[config.mk]
export PLATFORM = sky130hd
export DESIGN_NAME = aes_cmd_issue
export DESIGN_NICKNAME = d
export VERILOG_FILES = /design/src/rtl/aes_cmd_issue.sv
export SDC_FILE = /design/constraint.sdc
export NUM_CORES = 1
export LEC_CHECK = 0
export CORE_MARGIN = 4
export CORE_UTILIZATION = 60
export CTS_CLUSTER_DIAMETER = 30
export CTS_CLUSTER_SIZE = 16
export DETAILED_ROUTE_END_ITERATION = 12
export PLACE_DENSITY = 0.92
export SETUP_SLACK_MARGIN = 0.1
export SYNTH_ARGS = -nofsm -noshare
export SYNTH_HDL_FRONTEND = slang
export SYNTH_SLANG_ARGS = --single-unit
[constraint.sdc]
create_clock -name clk -period 4.1 [get_ports clk]
set_clock_uncertainty 0.05 [all_clocks]
set_input_delay 1.23 -clock clk [delete_from_list [all_inputs] [get_ports clk]]
set_output_delay 1.23 -clock clk [all_outputs]
set_load 0.02 [all_outputs]
[src/rtl/aes_cmd_issue.sv]
// AES command front-end: buffers opcode+tag commands in a small FIFO, issues them one at a
// time to the round controller and returns a tagged completion record with error status.
package aes_pkg;
    typedef enum logic [1:0] {
        NOOP            = 2'd0,
        AESENC          = 2'd1,
        AESENCLAST      = 2'd2,
        AESKEYGENASSIST = 2'd3
    } opcode;
endpackage

module aes_cmd_issue #(
    parameter int DEPTH   = 4,
    parameter int TAG_W   = 4,
    parameter int TIMEOUT = 64
) (
    input  logic                   clk,
    input  logic                   rst,
    input  logic                   cmd_valid_i,
    output logic                   cmd_ready_o,
    input  aes_pkg::opcode         cmd_op_i,
    input  logic [TAG_W-1:0]       cmd_tag_i,
    output logic                   start_o,
    output aes_pkg::opcode         opcode_o,
    input  logic                   cipher_ready_i,
    input  logic                   key_ready_i,
    output logic                   done_valid_o,
    input  logic                   done_ready_i,
    output logic [TAG_W-1:0]       done_tag_o,
    output aes_pkg::opcode         done_op_o,
    output logic                   done_err_o,
    output logic                   busy_o,
    output logic [$clog2(DEPTH):0] level_o
);
    import aes_pkg::*;

    localparam int AW = $clog2(DEPTH);
    localparam int TW = $clog2(TIMEOUT) + 1;
    localparam logic [AW:0]   FULL_LVL = (AW+1)'(DEPTH);
    localparam logic [TW-1:0] TO_LAST  = TW'(TIMEOUT - 2);
    localparam logic [TW-1:0] TMAX     = '1;

    typedef enum logic [1:0] {S_IDLE, S_ISSUE, S_WAIT, S_RETIRE} state_t;

    state_t           state;
    opcode            fifo_op  [DEPTH];
    logic [TAG_W-1:0] fifo_tag [DEPTH];
    logic [AW-1:0]    wr_ptr, rd_ptr;
    logic [AW:0]      count;
    logic             push, pop;
    opcode            cur_op;
    logic [TAG_W-1:0] cur_tag;
    logic [TW-1:0]    timer;
    logic             expect_key, good_done;

    // Handshakes: a command transfers on any cycle with cmd_valid_i && cmd_ready_o; a completion
    // record transfers on any cycle with done_valid_o && done_ready_i. Neither side may retract.
    assign cmd_ready_o = (count != FULL_LVL);
    assign push        = cmd_valid_i && cmd_ready_o;
    assign pop         = (state == S_IDLE) && (count != '0);
    assign level_o     = count;
    assign busy_o      = (state != S_IDLE) || (count != '0);

    // Only the expected completion alone counts as success; a wrong or doubled strobe is an error.
    assign expect_key  = (cur_op == AESKEYGENASSIST);
    assign good_done   = expect_key ? (key_ready_i && !cipher_ready_i)
                                    : (cipher_ready_i && !key_ready_i);

    always_ff @(posedge clk) begin
        if (push) begin
            fifo_op[wr_ptr]  <= cmd_op_i;
            fifo_tag[wr_ptr] <= cmd_tag_i;
        end
    end

    always_ff @(posedge clk) begin
        if (rst) begin
            wr_ptr <= '0;
            rd_ptr <= '0;
            count  <= '0;
        end else begin
            if (push) wr_ptr <= wr_ptr + 1'b1;
            if (pop)  rd_ptr <= rd_ptr + 1'b1;
            case ({push, pop})
                2'b10:   count <= count + 1'b1;
                2'b01:   count <= count - 1'b1;
                default: count <= count;
            endcase
        end
    end

    always_ff @(posedge clk) begin
        if (rst) begin
            state        <= S_IDLE;
            timer        <= '0;
            cur_op       <= NOOP;
            cur_tag      <= '0;
            start_o      <= 1'b0;
            opcode_o     <= NOOP;
            done_valid_o <= 1'b0;
            done_tag_o   <= '0;
            done_op_o    <= NOOP;
            done_err_o   <= 1'b0;
        end else begin
            case (state)
                S_IDLE: begin
                    if (pop) begin
                        cur_op  <= fifo_op[rd_ptr];
                        cur_tag <= fifo_tag[rd_ptr];
                        if (fifo_op[rd_ptr] == NOOP) begin
                            // NOOP never reaches the controller; it retires immediately without error.
                            state        <= S_RETIRE;
                            done_valid_o <= 1'b1;
                            done_tag_o   <= fifo_tag[rd_ptr];
                            done_op_o    <= NOOP;
                            done_err_o   <= 1'b0;
                        end else begin
                            state    <= S_ISSUE;
                            start_o  <= 1'b1;
                            opcode_o <= fifo_op[rd_ptr];
                        end
                    end
                end
                S_ISSUE: begin
                    start_o  <= 1'b0;
                    opcode_o <= NOOP;
                    timer    <= '0;
                    state    <= S_WAIT;
                end
                S_WAIT: begin
                    // Retire when the timer is about to reach TIMEOUT-1, so the error record appears
                    // TIMEOUT cycles after the start pulse.
                    if (cipher_ready_i || key_ready_i || (timer == TO_LAST)) begin
                        state        <= S_RETIRE;
                        done_valid_o <= 1'b1;
                        done_tag_o   <= cur_tag;
                        done_op_o    <= cur_op;
                        done_err_o   <= !good_done;
                    end
                    if (timer != TMAX) timer <= timer + 1'b1;
                end
                S_RETIRE: begin
                    if (done_ready_i) begin
                        done_valid_o <= 1'b0;
                        state        <= S_IDLE;
                    end
                end
                default: state <= S_IDLE;
            endcase
        end
    end
endmodule
==> results of run 1 <==
==> worst max-delay path by stage <==
| stage | end | slack, ns | cells after the start |
|---|---|---|---|
| 2_1_floorplan | level_o[2]$_SDFFE_PP0P_ | 1.38 | 8 |
| 3_3_place_gp | level_o[2]$_SDFFE_PP0P_ | 0.88 | 9 |
| 3_5_place_dp | level_o[2]$_SDFFE_PP0P_ | 0.81 | 9 |
| 4_1_cts | busy_o | 0.62 | 4 |
| 5_1_grt | busy_o | 0.55 | 4 |
| 6_report | busy_o | 0.62 | 4 |
==> state kept, by name, summed over array words and instances (netlist names), 3 cells and up, named ones only <==
register and flops:
fifo_tag 16, fifo_op 8, timer 7, cur_tag 4, done_tag_o 4, level_o 3
==> cell families after synthesis <==
logic type                 Yosys count
AOI/OAI and AO/OA                   36
xor gates and xnor gates             5
adders and majority gates           12
buffers and inverters               21
DFF                                 59
muxes                               17
and+or+nand+nor                     81
==> cells in the final DEF, fill, tap and decap left out, types with 6 or more instances in the layout <==
cell type	n
clkdlybuf4s50_1	27
mux4_2	6
ha_1	11
nand2_1	30
a21oi_1	15
inv_1	12
mux2i_1	9
clkbuf_8	10
nor2_1	11
and3_1	7
dfxtp_1	35
edfxtp_1	24
==> routing by layer <==
layer | track usage, % | wire length (um)
met1 | 24.91 | 2042
met4 | 9.054 | 69
met3 | 6.622 | 265
met2 | 33.96 | 2436
met5 | 0 | 0
==> synth_stat cells (2+ instances only) <==
cell      instances  area share [%]
ha_1             11             5.3
mux2i_1           9             3.4
edfxtp_1         24              28
clkbuf_1          4            0.57
inv_1            12             1.7
nor3b_1           5             1.4
nand3_1           5            0.96
nor2_1           11             1.6
nand4_1           5             1.2
nand2_1          30             4.3
and3_1            7             1.7
inv_2             2            0.29
a31oi_1           4            0.96
o21ai_0           4            0.77
dfxtp_1          35              27
a311oi_1          2            0.67
nor3_1            3            0.57
nand2b_1          4            0.96
mux4_2            6             5.2
or3_1             2            0.48
xor2_1            3             1.0
a21oi_1          15             2.9
nor2b_1           2            0.48
xnor2_1           2            0.67
==> final cells by class <==
class,count,area [um2]
flip-flops and latches,59,1421
fillers,296,992.2
multi-input cells,151,1104
well taps,50,62.56
clock buffers,11,141.4
inverters,15,56.30
repair buffers,29,285.3
clock inverters,5,52.55
==> stage by stage <==
stage               setup WS, ns  cell area [um2]  hold WS, ns  total power (uW)
detailed placement        0.8077             2929       0.3958              1788
global placement          0.8795             2929       0.3908              1762
CTS                       0.6212             3123       0.4049              2320
floorplan                  1.383             2613       0.3857              1521
global route              0.5530             3123       0.4394              2464
finish                    0.6244             3123       0.4065              2302
==> worst reg2reg max path: stages (launching register included) <==
cell,delay [ns]
dfxtp_1,0.37
o31ai_1,0.83
inv_2,0.27
ha_1,0.30
inv_1,0.07
fa_1,0.17
xor2_1,0.08
or3_1,0.31
a21oi_1,0.13
==> power breakdown <==
| group | switching (uW) | leakage, uW | total (uW) | internal, uW |
|---|---|---|---|---|
| Sequential | 100 | 0.000506 | 851 | 751 |
| Combinational | 516 | 0.000574 | 936 | 420 |
| Clock | 221 | 0.000101 | 515 | 294 |
==> results.md, run 1 <==
- Outcome: finished, final reports clean
- CTS Buffer Depth: 2
- Unrepaired setup endpoints after global routing: false
- Fin util: 75.89%
- Finished Layout Cells: 320
- Vias in the first global route: 1,773
- CP bufs+invs: 2
- Worst EP arrival: 2.20 ns
- Hold crit path type: reg -> reg
- Initial Util: a little under two thirds
- Main combinational cell family by area after synthesis: simple AND/OR/NAND/NOR gates
- Chain of cells forming the critical path: inv_1 > ha_1 > or4b_1 > clkdlybuf4s50_1
- Mux cell area share after synthesis: under 10%
- Synth Area in Simple Gates: between 10% and 20%
- H-tree Lvls: 3
- Total track usage: 20.63%
- Syn_nets: 255
- Setup crit start: state[0]$_SDFFE_PP0P_
- Synth Area in XOR/XNOR: 1.676%
- Hold_buf cts: 0
- Pwr dens: 737.2 nW/um2
- Flop-to-flop setup slack: 1.44 ns
- Crit end category: primary output
- Synth-to-layout area growth: 19.54%
- Largest net degree at the start of global routing: 29
- Routed WL: 4814 um
- Post-synth EDFFs: 24
- Setup CP Type: reg -> out
- CTS tree: done
- DRC Markers: 0
- Die ar.: 5474 um2
- Final worst path period share: between 80% and 90%
- Worst rel slew slack: 34.86%
- Drt pass-1 iters: 4
- Final hold viol count: 0
- Layout cells sized above 1: 10.00%
- YS warnings: 0
- Initial antenna violation count: 0
- Diodes inserted: 0
- Sequential share of the synthesized area: 54.41%
- IO Count: 28
- Fmax: around 0.29 GHz
- Clock Pin Slew Worst Setup and Hold Paths: 0.06 ns
- WL per Instance: 15.04 um
- Worst hold stages: 2
- Setup_tns: 0 ns
- Max_cap viols: 0
- Fin nets: approximately 290
- Clock Sinks: 59
- Max-slew violations: 0
- Post-DRT Antenna Nets: 0
- Final setup fails: 0
- Startpoint Class: flop
- Vias/cell: 5.725
- Die Height: 73.99 um
- Pleak: 0.001181 uW
- Vias: about 1,800
- Detailed-placement wirelength estimate: 3341 um
- Core Region: between 4000 and 5000 um2
- CTS Root Cell: clkbuf_8
- # placed instances: 304
- Placement Rows: 23
- Worst hold start: cur_tag[2]$_SDFFE_PP0P_
- First-pass GRT wire length: roughly 8400 um
- Worst Reg-to-Reg Cells: 8
- Syn Inst Count: 231
- CTS Buf Count: 9
- Max FO, Critical Path: 5
- Adder-Cell Fraction of Synth Area: 6.034%
- Mapped Area: 2613 um2
- Compound-Gate Fraction of Synth Area: a little under a tenth
- Yosys cell types: 48
- Reg-to-Reg End: level_o[2]$_SDFFE_PP0P_
- Input/output buffers: 27
- FF+latch count, synth: 59
- GR Overflow Total: 0
- Max incr delay on CP: around 0.57 ns
- First DRT Iteration DRCs: 113
- Final min period: 3.476 ns
- Post-cts sizing count: 0
- Worst VDD drop: 0.0004633 V
- Crit-path slowest cell: clkdlybuf4s50_1
- Hold path endpoint: cur_tag[2]$_SDFFE_PP0P_
- Die Wd: ~74 um
- RD Place Congestion: 0.8722
- R2R Path Start: level_o[0]$_SDFFE_PP0P_
- Largest delay share family, worst path: buffers and inverters
- Setup repair bufs after CTS: 0
- Required time worst endpoint: 2.82 ns
- Worst skew pair latency: 0.34 ns
- Asr flop ratio synth: 0%
- Syn avg cell area: 11.31 um2
- Top FF cell, synth: dfxtp_1
- Worst-Margin Slew: between 0.9 and 1 ns
No activity file was read; power rests on OpenSTA's default activity.
==> run 2, diff against run 1 <==
--- a/config.mk
+++ b/config.mk
@@ -6,11 +6,11 @@
 export NUM_CORES = 1
 export LEC_CHECK = 0
 export CORE_MARGIN = 4
-export CORE_UTILIZATION = 60
+export CORE_UTILIZATION = 56
 export CTS_CLUSTER_DIAMETER = 30
 export CTS_CLUSTER_SIZE = 16
 export DETAILED_ROUTE_END_ITERATION = 12
-export PLACE_DENSITY = 0.92
+export PLACE_DENSITY = 0.87
 export SETUP_SLACK_MARGIN = 0.1
 export SYNTH_ARGS = -nofsm -noshare
 export SYNTH_HDL_FRONTEND = slang
==> constraint.sdc (replaced) <==
create_clock -name clk -period 3.6 [get_ports clk]
set_clock_uncertainty 0.05 [all_clocks]
set_input_delay 1.08 -clock clk [delete_from_list [all_inputs] [get_ports clk]]
set_output_delay 1.08 -clock clk [all_outputs]
set_load 0.02 [all_outputs]
==> run 2 against run 1 <==
- register-to-register slack worse by 0.39 ns
- critical endpoint unchanged
- global-route usage down 2.7 points
- die area grew 6.4%
- core utilization fell by 5.1 points
- non-clock buffer count is the same
==> results.md, run 2 (synthesized netlist as in run 1, its figures left out) <==
- Worst VDD drop: 0.0005273 V (was 0.0004633 V)
- Setup CP Type: reg -> out (unchanged)
- Synth-to-layout area growth: 20.50% (was 19.54%)
- RD Place Congestion: 0.9115 (was 0.8722)
- Final hold viol count: 0 (unchanged)
- Die Wd: 76.30 um (was 73.99 um)
- DRC Markers: 0 (unchanged)
- Layout cells sized above 1: 10.37% (was 10.00%)
- Hold crit path type: reg -> reg (unchanged)
- Worst-Margin Slew: 0.8301 ns (was 0.9689 ns)
- Vias in the first global route: 1,813 (was 1,773)
- Crit end category: primary output (unchanged)
- Drt pass-1 iters: 5 (was 4)
- WL per Instance: 15.19 um (was 15.04 um)
- GR Overflow Total: 0 (unchanged)
- Final setup fails: 0 (unchanged)
- Fin util: 70.83% (was 75.89%)
- Diodes inserted: 0 (unchanged)
- Die Height: 76.30 um (was 73.99 um)
- Pwr dens: 857.8 nW/um2 (was 737.2 nW/um2)
- Die ar.: 5822 um2 (was 5474 um2)
- Vias/cell: 5.640 (was 5.725)
- First-pass GRT wire length: 8286 um (was 8411 um)
- Fillers: 335 (was 296)
- Most common cell after layout, fill and taps aside: dfxtp_1 (unchanged)
- CTS Buffer Depth: 2 (unchanged)
- Commonest cells after routing, fill and taps aside: dfxtp_1, nand2_1, clkdlybuf4s50_1, edfxtp_1, a21oi_1 (unchanged)
- Setup crit start: state[0]$_SDFFE_PP0P_ (unchanged)
- Input/output buffers: 27 (unchanged)
- Initial Util: 58.78% (was 63.48%)
- Clock Pin Slew Worst Setup and Hold Paths: 0.07 ns (was 0.06 ns)
- Final min period: 3.285 ns
- Largest register FFs: 16 (unchanged)
- Hold path endpoint: cur_tag[2]$_SDFFE_PP0P_ (unchanged)
- IO Count: 28 (unchanged)
- Hold_buf cts: 0 (unchanged)
- Worst Reg-to-Reg Cells: 10 (was 8)
- Worst hold stages: 2 (unchanged)
- Setup_tns: 0 ns (unchanged)
- Worst hold start: cur_tag[2]$_SDFFE_PP0P_ (unchanged)
- Pleak: 0.001183 uW (was 0.001181 uW)
- Max FO, Critical Path: 5 (unchanged)
- Outcome: finished, final reports clean (unchanged)
- Detailed-placement wirelength estimate: 3493 um (was 3341 um)
- # placed instances: 306 (was 304)
- Fin nets: 289 (unchanged)
- Total track usage: 17.92% (was 20.63%)
- Flop-to-flop setup slack: 1.05 ns (was 1.44 ns)
- Vias: 1,816 (was 1,832)
- Crit-path slowest cell: clkdlybuf4s50_1 (unchanged)
- Max incr delay on CP: 0.58 ns (was 0.57 ns)
- Post-DRT Antenna Nets: 0 (unchanged)
- Setup repair bufs after CTS: 0 (unchanged)
- Max_cap viols: 0 (unchanged)
- Core Region: 4444 um2 (was 4115 um2)
- Reg-to-Reg End: level_o[2]$_SDFFE_PP0P_ (unchanged)
- Largest Register: fifo_tag (unchanged)
- Initial antenna violation count: 0 (unchanged)
- Unrepaired setup endpoints after global routing: false (unchanged)
- Clock Sinks: 59 (unchanged)
- Post-cts sizing count: 0 (unchanged)
- Seq. cell area: 1421 um2 (unchanged)
- R2R Path Start: state[0]$_SDFFE_PP0P_ (was level_o[0]$_SDFFE_PP0P_)
- H-tree Lvls: 3 (unchanged)
- Worst rel slew slack: 44.19% (was 34.86%)
- Placement Rows: 24 (was 23)
- Fmax: 0.3044 GHz
- Max-slew violations: 0 (unchanged)
- Final worst path period share: 91.26%
- Required time worst endpoint: 2.47 ns (was 2.82 ns)
- Top Registers: fifo_tag: 16 flops, fifo_op: 8 flops, timer: 7 flops (unchanged)
- CTS Buf Count: 9 (unchanged)
- Worst EP arrival: 2.16 ns (was 2.20 ns)
- CTS tree: done (unchanged)
- Startpoint Class: flop (unchanged)
- Routed WL: 4891 um (was 4814 um)
- Worst skew pair latency: 0.33 ns (was 0.34 ns)
- Design Area, Final: 3148 um2 (was 3123 um2)
- Multi-input logic area: 1104 um2 (unchanged)
- First DRT Iteration DRCs: 104 (was 113)
- CTS Root Cell: clkbuf_8 (unchanged)
- Finished Layout Cells: 322 (was 320)
- Chain of cells forming the critical path: inv_1 > ha_1 > or4b_1 > clkdlybuf4s50_1 (unchanged)
- Largest net degree at the start of global routing: 19 (was 29)
- Placed Area: 2932 um2 (was 2929 um2)
-- run 2: layout make-up --
class	instances	area share [%]
repair buffers	29	9.062
well taps	52	2.067
clock inverters	6	2.822
multi-input cells	151	35.06
flip-flops and latches	59	45.15
inverters	15	1.789
clock buffers	10	4.054
-- run 2: worst max-delay path: cells and delay by family, from the launching register on --
family / cells / cell delay (ns)
adders and majority gates: 1 / 0.28
buffers and inverters: 2 / 0.67
DFF: 1 / 0.34
and+or+nand+nor: 1 / 0.53
-- run 2: stage by stage --
stage                     hold WS (ns)  total power (uW)  worst slack [ns]
final                           0.4054              2700            0.3147
after CTS                       0.4052              2718            0.3065
after global placement          0.3910              2007            0.5260
after detailed placement        0.3956              2049            0.4445
after global routing            0.4277              2874            0.2025
after floorplan                 0.3857              1732             1.033
-- run 2: how the worst max path moves through the flow --
| stage | end | slack (ns) | depth (start not counted) |
|---|---|---|---|
| after floorplan | level_o[2]$_SDFFE_PP0P_ | 1.03 | 8 |
| after global placement | level_o[2]$_SDFFE_PP0P_ | 0.53 | 9 |
| after detailed placement | level_o[2]$_SDFFE_PP0P_ | 0.44 | 9 |
| after CTS | busy_o | 0.31 | 4 |
| after global routing | busy_o | 0.20 | 4 |
| final | busy_o | 0.31 | 4 |
-- run 2: metal layers --
layer	up-vias	global-route usage (%)	part of all wire, %
li1	902	-	-
met2	53	29.61	49
met4	0	8.333	2.0
met3	12	6.265	5.3
met1	849	20.86	44
met5	-	0	0
-- run 2: power by group --
part / internal [uW] / leakage [uW] / switching (uW)
Sequential: 855 / 0.000506 / 115
Clock: 391 / 0.000103 / 265
Combinational: 480 / 0.000574 / 595
